===== config.mk =====
export PLATFORM = sky130hd
export DESIGN_NAME = i2s_tx
export DESIGN_NICKNAME = d
export VERILOG_FILES = /design/src/rtl/i2s_tx.sv
export SDC_FILE = /design/constraint.sdc
export NUM_CORES = 1
export LEC_CHECK = 0
export CAP_MARGIN = 20
export CORE_AREA = 2 2 109 111
export DETAILED_ROUTE_END_ITERATION = 16
export DIE_AREA = 0 0 111 113
export PLACE_DENSITY = 0.52
export SETUP_SLACK_MARGIN = 0.4
export SYNTH_ARGS = -nofsm -noshare
export SYNTH_HDL_FRONTEND = slang
export SYNTH_SLANG_ARGS = --single-unit

===== constraint.sdc =====
create_clock -name clk -period 6.04 [get_ports clk]
set_clock_uncertainty 0.1 [all_clocks]
set_input_delay 1.812 -clock clk [delete_from_list [all_inputs] [get_ports clk]]
set_output_delay 1.812 -clock clk [all_outputs]
set_load 0.02 [all_outputs]

===== src/rtl/i2s_tx.sv =====
// I2S transmitter: one-frame holding register feeding a 2*WIDTH-bit frame register,
// with SCLK/LRCK/SDATA all derived from clk through a fixed divider.
module i2s_tx #(
  parameter int WIDTH    = 16,
  parameter int SCLK_DIV = 4
) (
  input  logic             clk,
  input  logic             rst_n,
  input  logic [WIDTH-1:0] L_IN,
  input  logic [WIDTH-1:0] R_IN,
  input  logic             VALID,
  output logic             READY,
  output logic             SCLK,
  output logic             LRCK,
  output logic             SDATA,
  output logic             UNDERRUN
);

  localparam int FW = 2 * WIDTH;
  localparam int BW = $clog2(FW);
  localparam int DW = $clog2(SCLK_DIV);

  logic [DW-1:0] div_cnt;
  logic [BW-1:0] bit_cnt;
  logic [BW-1:0] bit_nxt;
  logic [BW-1:0] idx;
  logic [FW-1:0] hold;
  logic [FW-1:0] frame;
  logic          hold_full;
  logic          tick;
  logic          fall;
  logic          accept;
  logic          data_bit;

  always_comb begin
    tick     = (div_cnt == DW'(SCLK_DIV - 1));
    fall     = tick & SCLK;
    bit_nxt  = (bit_cnt == BW'(FW - 1)) ? '0 : bit_cnt + BW'(1);
    // Slot s carries frame bit 2*WIDTH-s; slot 0 carries the old frame's LSB.
    idx      = BW'(FW - 1) - bit_nxt + BW'(1);
    data_bit = (bit_nxt == '0) ? frame[0] : frame[idx];
    accept   = VALID & ~hold_full;
  end

  assign READY = ~hold_full;

  always_ff @(posedge clk or negedge rst_n) begin
    if (!rst_n) begin
      div_cnt   <= '0;
      bit_cnt   <= BW'(FW - 1);
      frame     <= '0;
      hold      <= '0;
      hold_full <= 1'b0;
      SCLK      <= 1'b0;
      LRCK      <= 1'b0;
      SDATA     <= 1'b0;
      UNDERRUN  <= 1'b0;
    end else begin
      UNDERRUN <= 1'b0;
      if (tick) begin
        div_cnt <= '0;
        SCLK    <= ~SCLK;
      end else begin
        div_cnt <= div_cnt + DW'(1);
      end
      if (fall) begin
        bit_cnt <= bit_nxt;
        LRCK    <= (bit_nxt >= BW'(WIDTH));
        SDATA   <= data_bit;
        if (bit_nxt == '0) begin
          if (hold_full) begin
            frame     <= hold;
            hold_full <= 1'b0;
          end else begin
            frame    <= '0;
            UNDERRUN <= 1'b1;
          end
        end
      end
      // Only taken while empty, so it never overlaps a load that drains the holding register.
      if (accept) begin
        hold      <= {L_IN, R_IN};
        hold_full <= 1'b1;
      end
    end
  end

endmodule


==> results of run 1 <==
==> synthesized netlist by cell type, drive strengths merged (2+ instances only) <==
master,number,share of area (%)
clkbuf,16,1.8
dfrtp,71,53
dfstp,5,4.0
ha,6,2.3
inv,3,0.34
mux2,32,11
mux2i,4,1.6
mux4,8,6.2
nand2,83,9.4
nand3,2,0.30
nand4,2,0.38
nor2,7,0.79
o21ai,35,5.3
xor2,3,0.79
==> metal layers <==
| layer | vias up | GRT usage [%] | part of all wire, % |
|---|---|---|---|
| met5 | - | 0 | 0 |
| met4 | 0 | 6.500 | 2.8 |
| met3 | 12 | 2.464 | 3.2 |
| met2 | 35 | 16.52 | 44 |
| met1 | 1038 | 14.60 | 50 |
| li1 | 1068 | - | - |
==> sequential cells by signal, indices dropped and copies added, names as in the netlist <==
signal / flops
LRCK: 1
SCLK: 1
SDATA: 1
hold: 32
UNDERRUN: 1
div_cnt: 2
hold_full: 1
bit_cnt: 5
frame: 32
==> stage by stage <==
stage | total power, W | utilization [%] | setup slack, ns | area (um2)
4_1_cts | 0.001345 | 36.74 | 2.472 | 4141
6_report | 0.001323 | 36.74 | 2.500 | 4141
3_3_place_gp | 0.0008075 | 34.15 | 2.638 | 3850
5_1_grt | 0.001396 | 36.74 | 2.406 | 4141
3_5_place_dp | 0.0008126 | 34.15 | 2.624 | 3850
2_1_floorplan | 0.0007446 | - | 2.849 | 3326
==> worst max-delay path: stages, from the launching register on <==
cell and delay, ns:
sky130_fd_sc_hd__dfrtp_1 0.35, sky130_fd_sc_hd__buf_4 0.24, sky130_fd_sc_hd__inv_1 0.08, sky130_fd_sc_hd__clkdlybuf4s50_1 0.60
==> how the worst max path moves through the flow <==
stage                to  cells after the start
2_1_floorplan     SDATA                      8
3_5_place_dp      SDATA                      8
3_3_place_gp   hold[17]                      4
6_report          READY                      3
4_1_cts           READY                      3
5_1_grt           READY                      3
==> kinds of logic (layout without fill, tap and decap cells) <==
family                   Yosys count  count (layout)  synth area share (%)
AND/OR/NAND/NOR                  100             100                 12.12
flip-flops                        76              76                 57.37
multiplexers                      44              44                 18.62
AO/OA/AOI/OAI                     39              39                 6.208
buffers and inverters             20              60                 2.370
adder cells (fa/ha/maj)            6               6                 2.257
XOR/XNOR                           4               4                 1.054
==> cell type report <==
cell class | instances | area, um2
Fill cell | 1099 | 7131
Timing Repair Buffer | 42 | 410.4
Clock buffer | 10 | 239.0
Multi-Input combinational cell | 193 | 1341
Clock inverter | 5 | 52.55
Inverter | 3 | 11.26
Sequential cell | 76 | 1908
Tap cell | 143 | 178.9
==> where the power goes <==
group          internal [W]  switching, W
Clock              0.000326      0.000199
Combinational      0.000100     0.0000604
Sequential         0.000593     0.0000433
==> impl_metrics.yaml, run 1 <==
place:
  place.port_buffers: 39
  placed_cells_incl_taps: 457
  gpl.final_weighted_congestion: 0.7778
  post-dp-hpwl_um: 4224
yosys:
  yosys.cell_types.count: 29
  synth_enable_flop_cells: 0
  synth_area_um2: 3326
  synth_cells: 289
  asyncSetResetFlopFracSynth_pct: 100.0
  synth-main-ff-cell: "sky130_fd_sc_hd__dfrtp_1"
  synthesis.yosys.warnings: 0
  synth-seq-cells: 76
  net_count_synth: 330
  synthesis.area_per_instance_um2: 11.51
  synth.yosys.seq_area_share_pct: 57.37
worst_hold_path:
  hold_path.class: "flip-flop to flip-flop"
  hold_path_end: "div_cnt[0]"
  min_path_cells: 1
  hold_path_startpoint: "div_cnt[0]"
clock_network:
  clockBufferDepth: 2
  cts_max_level: 3
  postCtsSetupBuffers: 0
  postCtsHoldBufs: 0
  clkSinkCount: 76
  clock_latency_ns: 0.33
  tritoncts_clock_tree: "built"
  clock_tree.root_cell: "sky130_fd_sc_hd__clkbuf_16"
  clk_pin_slew_worst_paths_ns: 0.05
  total_clock_buffers_created_by_cts: 9
  cts.repair.resized: 0
grt:
  via_count_of_the_first_global_routing_pass: 2144
  globalRouteTotalUtil_pct: 10.98
  grt_start_max_net_pins: 77
  gr-total-overflow: 0
  global_route_wire_length_before_repair_um: 10960
  grt_antenna_before_repair: 0
die:
  floorplan.rows: 39
  die_height_um: 113
  start_util_pct: 29.50
  overall_die_area_um2: 12540
  boundaryPins: 40
  die_width_um: 111
  core_area_um2: 11270
sta:
  worst_pin_slew_ns: 0.9591
  relSlewSlack_pct: 36.06
  achievable-frequency_mhz: 282.4
  setup_repair_after_global_routing_missed_its_margin: "false"
  report.final.hold_viol_count: 0
  post-route-period-util_pct: 58.62
  fin_tns_setup_ns: 0
  period_minus_slack_ns: 3.540
  setup_viol: 0
  final_max_slew_viol_count: 0
  holdWs_ns: 0.3275
pwr:
  vdd_ir_drop_max_mv: 0.1582
  power-per-cell-area_nw_per_um2: 319.5
  leakagePower_nw: 1.878
setup_path:
  worst_ep_required_time_ns: 4.13
  timing_worst_setup_path_type: "flip-flop to output pin"
  crit_path_max_fanout: 36
  crit_start: "hold_full"
  crit_reg_reg_endpoint: "SDATA"
  timing.rr.start: "bit_cnt[0]"
  ff2ff_setup_slack_ns: 2.63
  critPathArrivalTime_ns: 1.63
  timing.critical_path.from_type: "flip-flop"
  reg2reg_depth: 8
  worst_setup_path_end_kind: "output pin"
finish:
  layout_commonest_cell: "sky130_fd_sc_hd__nand2_1"
  final_layout_size_suffix_gt1_share_pct: 18.24
  layout-area-overhead-vs-synth_pct: 24.53
  mostFrequentLayoutCells: "sky130_fd_sc_hd__nand2_1, sky130_fd_sc_hd__dfrtp_1, sky130_fd_sc_hd__clkdlybuf4s50_1"
  antenna-diode-count: 0
  design.final.nets: 366
  final_cells: 472
detailed_routing:
  routed_wire_length_per_instance_um: 13.18
  drt-total-wl_um: 6220
  via_count: 2153
  viasPerCell: 4.561
  drcViolationCount: 0
  routed_antenna_nets: 0
  drt-pass1-iter-count: 4
  drt_iter0_drcs: 133
flow_run:
  cap_viol_max_count: 0
run_status:
  outcome: "completed"
Note: power is estimated with default switching activity, not from simulation.
==> run 2, diff against run 1 <==
Settings changed: PLACE_DENSITY 0.52 to 0.54.
Clock period 6.04 ns to 3.05 ns, I/O delays scaled along.
==> impl_metrics.yaml, run 2 (same netlist as run 1, synthesis figures left out) <==
finish:
  antenna-diode-count: 0
  layout-area-overhead-vs-synth_pct: 28.52
  finalCoreUtilization_pct: 37.92
  fin_area_um2: 4274
  layout_commonest_cell: "sky130_fd_sc_hd__nand2_1"
  largestRegisters: "frame x32, hold x32, bit_cnt x5"
  multi_input_area_um2: 1375
  design.final.nets: 376
  final_cells: 482
  mostFrequentLayoutCells: "sky130_fd_sc_hd__nand2_1, sky130_fd_sc_hd__dfrtp_1, sky130_fd_sc_hd__clkdlybuf4s50_1"
  area.sequential_um2: 1908
  fill_cells: 1091
  final_layout_size_suffix_gt1_share_pct: 23.01
grt:
  grt_antenna_before_repair: 0
  gr-total-overflow: 0
  grt_start_max_net_pins: 54
  globalRouteTotalUtil_pct: 11.48
  global_route_wire_length_before_repair_um: 11450
  via_count_of_the_first_global_routing_pass: 2300
clock_network:
  clock_tree.root_cell: "sky130_fd_sc_hd__clkbuf_16"
  clkSinkCount: 76
  cts_max_level: 3
  clock_latency_ns: 0.33
  clk_pin_slew_worst_paths_ns: 0.06
  total_clock_buffers_created_by_cts: 9
  clockBufferDepth: 2
  tritoncts_clock_tree: "built"
die:
  boundaryPins: 40
  start_util_pct: 29.50
  floorplan.rows: 39
  die_height_um: 113
  die_width_um: 111
  core_area_um2: 11270
  overall_die_area_um2: 12540
sta:
  fin_tns_setup_ns: 0
  report.final.hold_viol_count: 0
  achievable-frequency_mhz: 354.3
  setup_repair_after_global_routing_missed_its_margin: "true"
  final_max_slew_viol_count: 0
  post-route-period-util_pct: 92.55
  relSlewSlack_pct: 70.41
  setup_viol: 0
  worst_pin_slew_ns: 0.4438
  period_minus_slack_ns: 2.823
place:
  place.port_buffers: 39
  placed_cells_incl_taps: 460
  gpl.final_weighted_congestion: 0.7740
  dpl_cell_area_um2: 3920
  post-dp-hpwl_um: 4632
setup_path:
  worst_setup_path_end_kind: "flip-flop"
  timing.critical_path.from_type: "flip-flop"
  critPathArrivalTime_ns: 2.93
  crit_path_max_fanout: 5
  worst_ep_required_time_ns: 3.16
  timing_worst_setup_path_type: "flip-flop to flip-flop"
pwr:
  vdd_ir_drop_max_mv: 0.2929
  leakagePower_nw: 1.924
  power-per-cell-area_nw_per_um2: 613.1
  final_total_pwr_w: 0.002621
flow_run:
  cap_viol_max_count: 0
detailed_routing:
  drt-pass1-iter-count: 4
  via_count: 2201
  viasPerCell: 4.566
  drt_iter0_drcs: 121
  drt-total-wl_um: 6694
  routed_antenna_nets: 0
  routed_wire_length_per_instance_um: 13.89
  drcViolationCount: 0
run_status:
  outcome: "completed"
worst_hold_path:
  hold_path.class: "flip-flop to flip-flop"
-- run 2: cell count changes in the layout (fill, tap and decap cells not counted), sizes merged --
| cell | before | now |
|---|---|---|
| buf | 4 | 14 |
| clkbuf | 10 | 9 |
| inv | 3 | 4 |
-- run 2: area by class of cell --
| type | count | area share [%] |
|---|---|---|
| Clock buffer | 9 | 5.269 |
| Clock inverter | 6 | 1.522 |
| Inverter | 3 | 0.2635 |
| Multi-Input combinational cell | 193 | 32.17 |
| Sequential cell | 76 | 44.64 |
| Tap cell | 143 | 4.186 |
| Timing Repair Buffer | 52 | 11.94 |
-- run 2: report_power, final --
| group | leakage [nW] | switching, W | internal (W) |
|---|---|---|---|
| Combinational | 0.818 | 0.000119 | 0.000202 |
| Sequential | 0.964 | 0.0000857 | 0.00117 |
| Clock | 0.142 | 0.000409 | 0.000630 |
-- run 2: worst max-delay path: stages, from the launching register on --
cell	delay, ns
sky130_fd_sc_hd__dfstp_2	0.55
sky130_fd_sc_hd__ha_4	0.13
sky130_fd_sc_hd__and3_4	0.18
sky130_fd_sc_hd__ha_4	0.15
sky130_fd_sc_hd__mux2i_4	0.32
sky130_fd_sc_hd__mux4_2	0.54
sky130_fd_sc_hd__mux4_2	0.47
sky130_fd_sc_hd__or4b_1	0.18
sky130_fd_sc_hd__nand4_1	0.07
-- run 2: worst paths after layout --
check	slack [ns]	to	depth (start not counted)	from
min	0.33	div_cnt[0]	1	div_cnt[0]
max	0.23	SDATA	8	bit_cnt[0]
max in group asynchronous	1.79	bit_cnt[3]	2	rst_n
min reg2reg	0.33	div_cnt[0]	1	div_cnt[0]
min in group asynchronous	0.43	UNDERRUN	1	rst_n
max reg2reg	0.23	SDATA	8	bit_cnt[0]
-- run 2: layer usage --
metal	up-vias	GRT usage, %	wire, um
met1	1078	14.92	3126
met4	0	4.250	66
li1	1081	-	-
met2	37	18.61	3302
met5	-	0	0
met3	5	2.999	199
-- run 2: per-stage QoR --
step	hold slack, ns	setup WS, ns
after CTS	0.3331	0.2278
after global placement	0.3140	0.1013
after floorplan	0.3031	0.1478
after global routing	0.3644	0.1173
final	0.3292	0.2273
after detailed placement	0.3234	0.04175
-- run 2: repair_timing --
item | 4_1_cts | 5_1_grt
hold buffers | 0 | 0
pin swaps | 2 | 0
setup endpoints to repair | 1 | 23
gates resized for setup | 1 | 2
setup buffers | 6 | 1
endpoints found under the hold margin | 0 | 0
==> run 3, diff against run 2 <==
Settings changed: SLEW_MARGIN from default to 20.
==> results of run 3 <==
No change in the layout: final DEF, timing and power equal those of run 2.
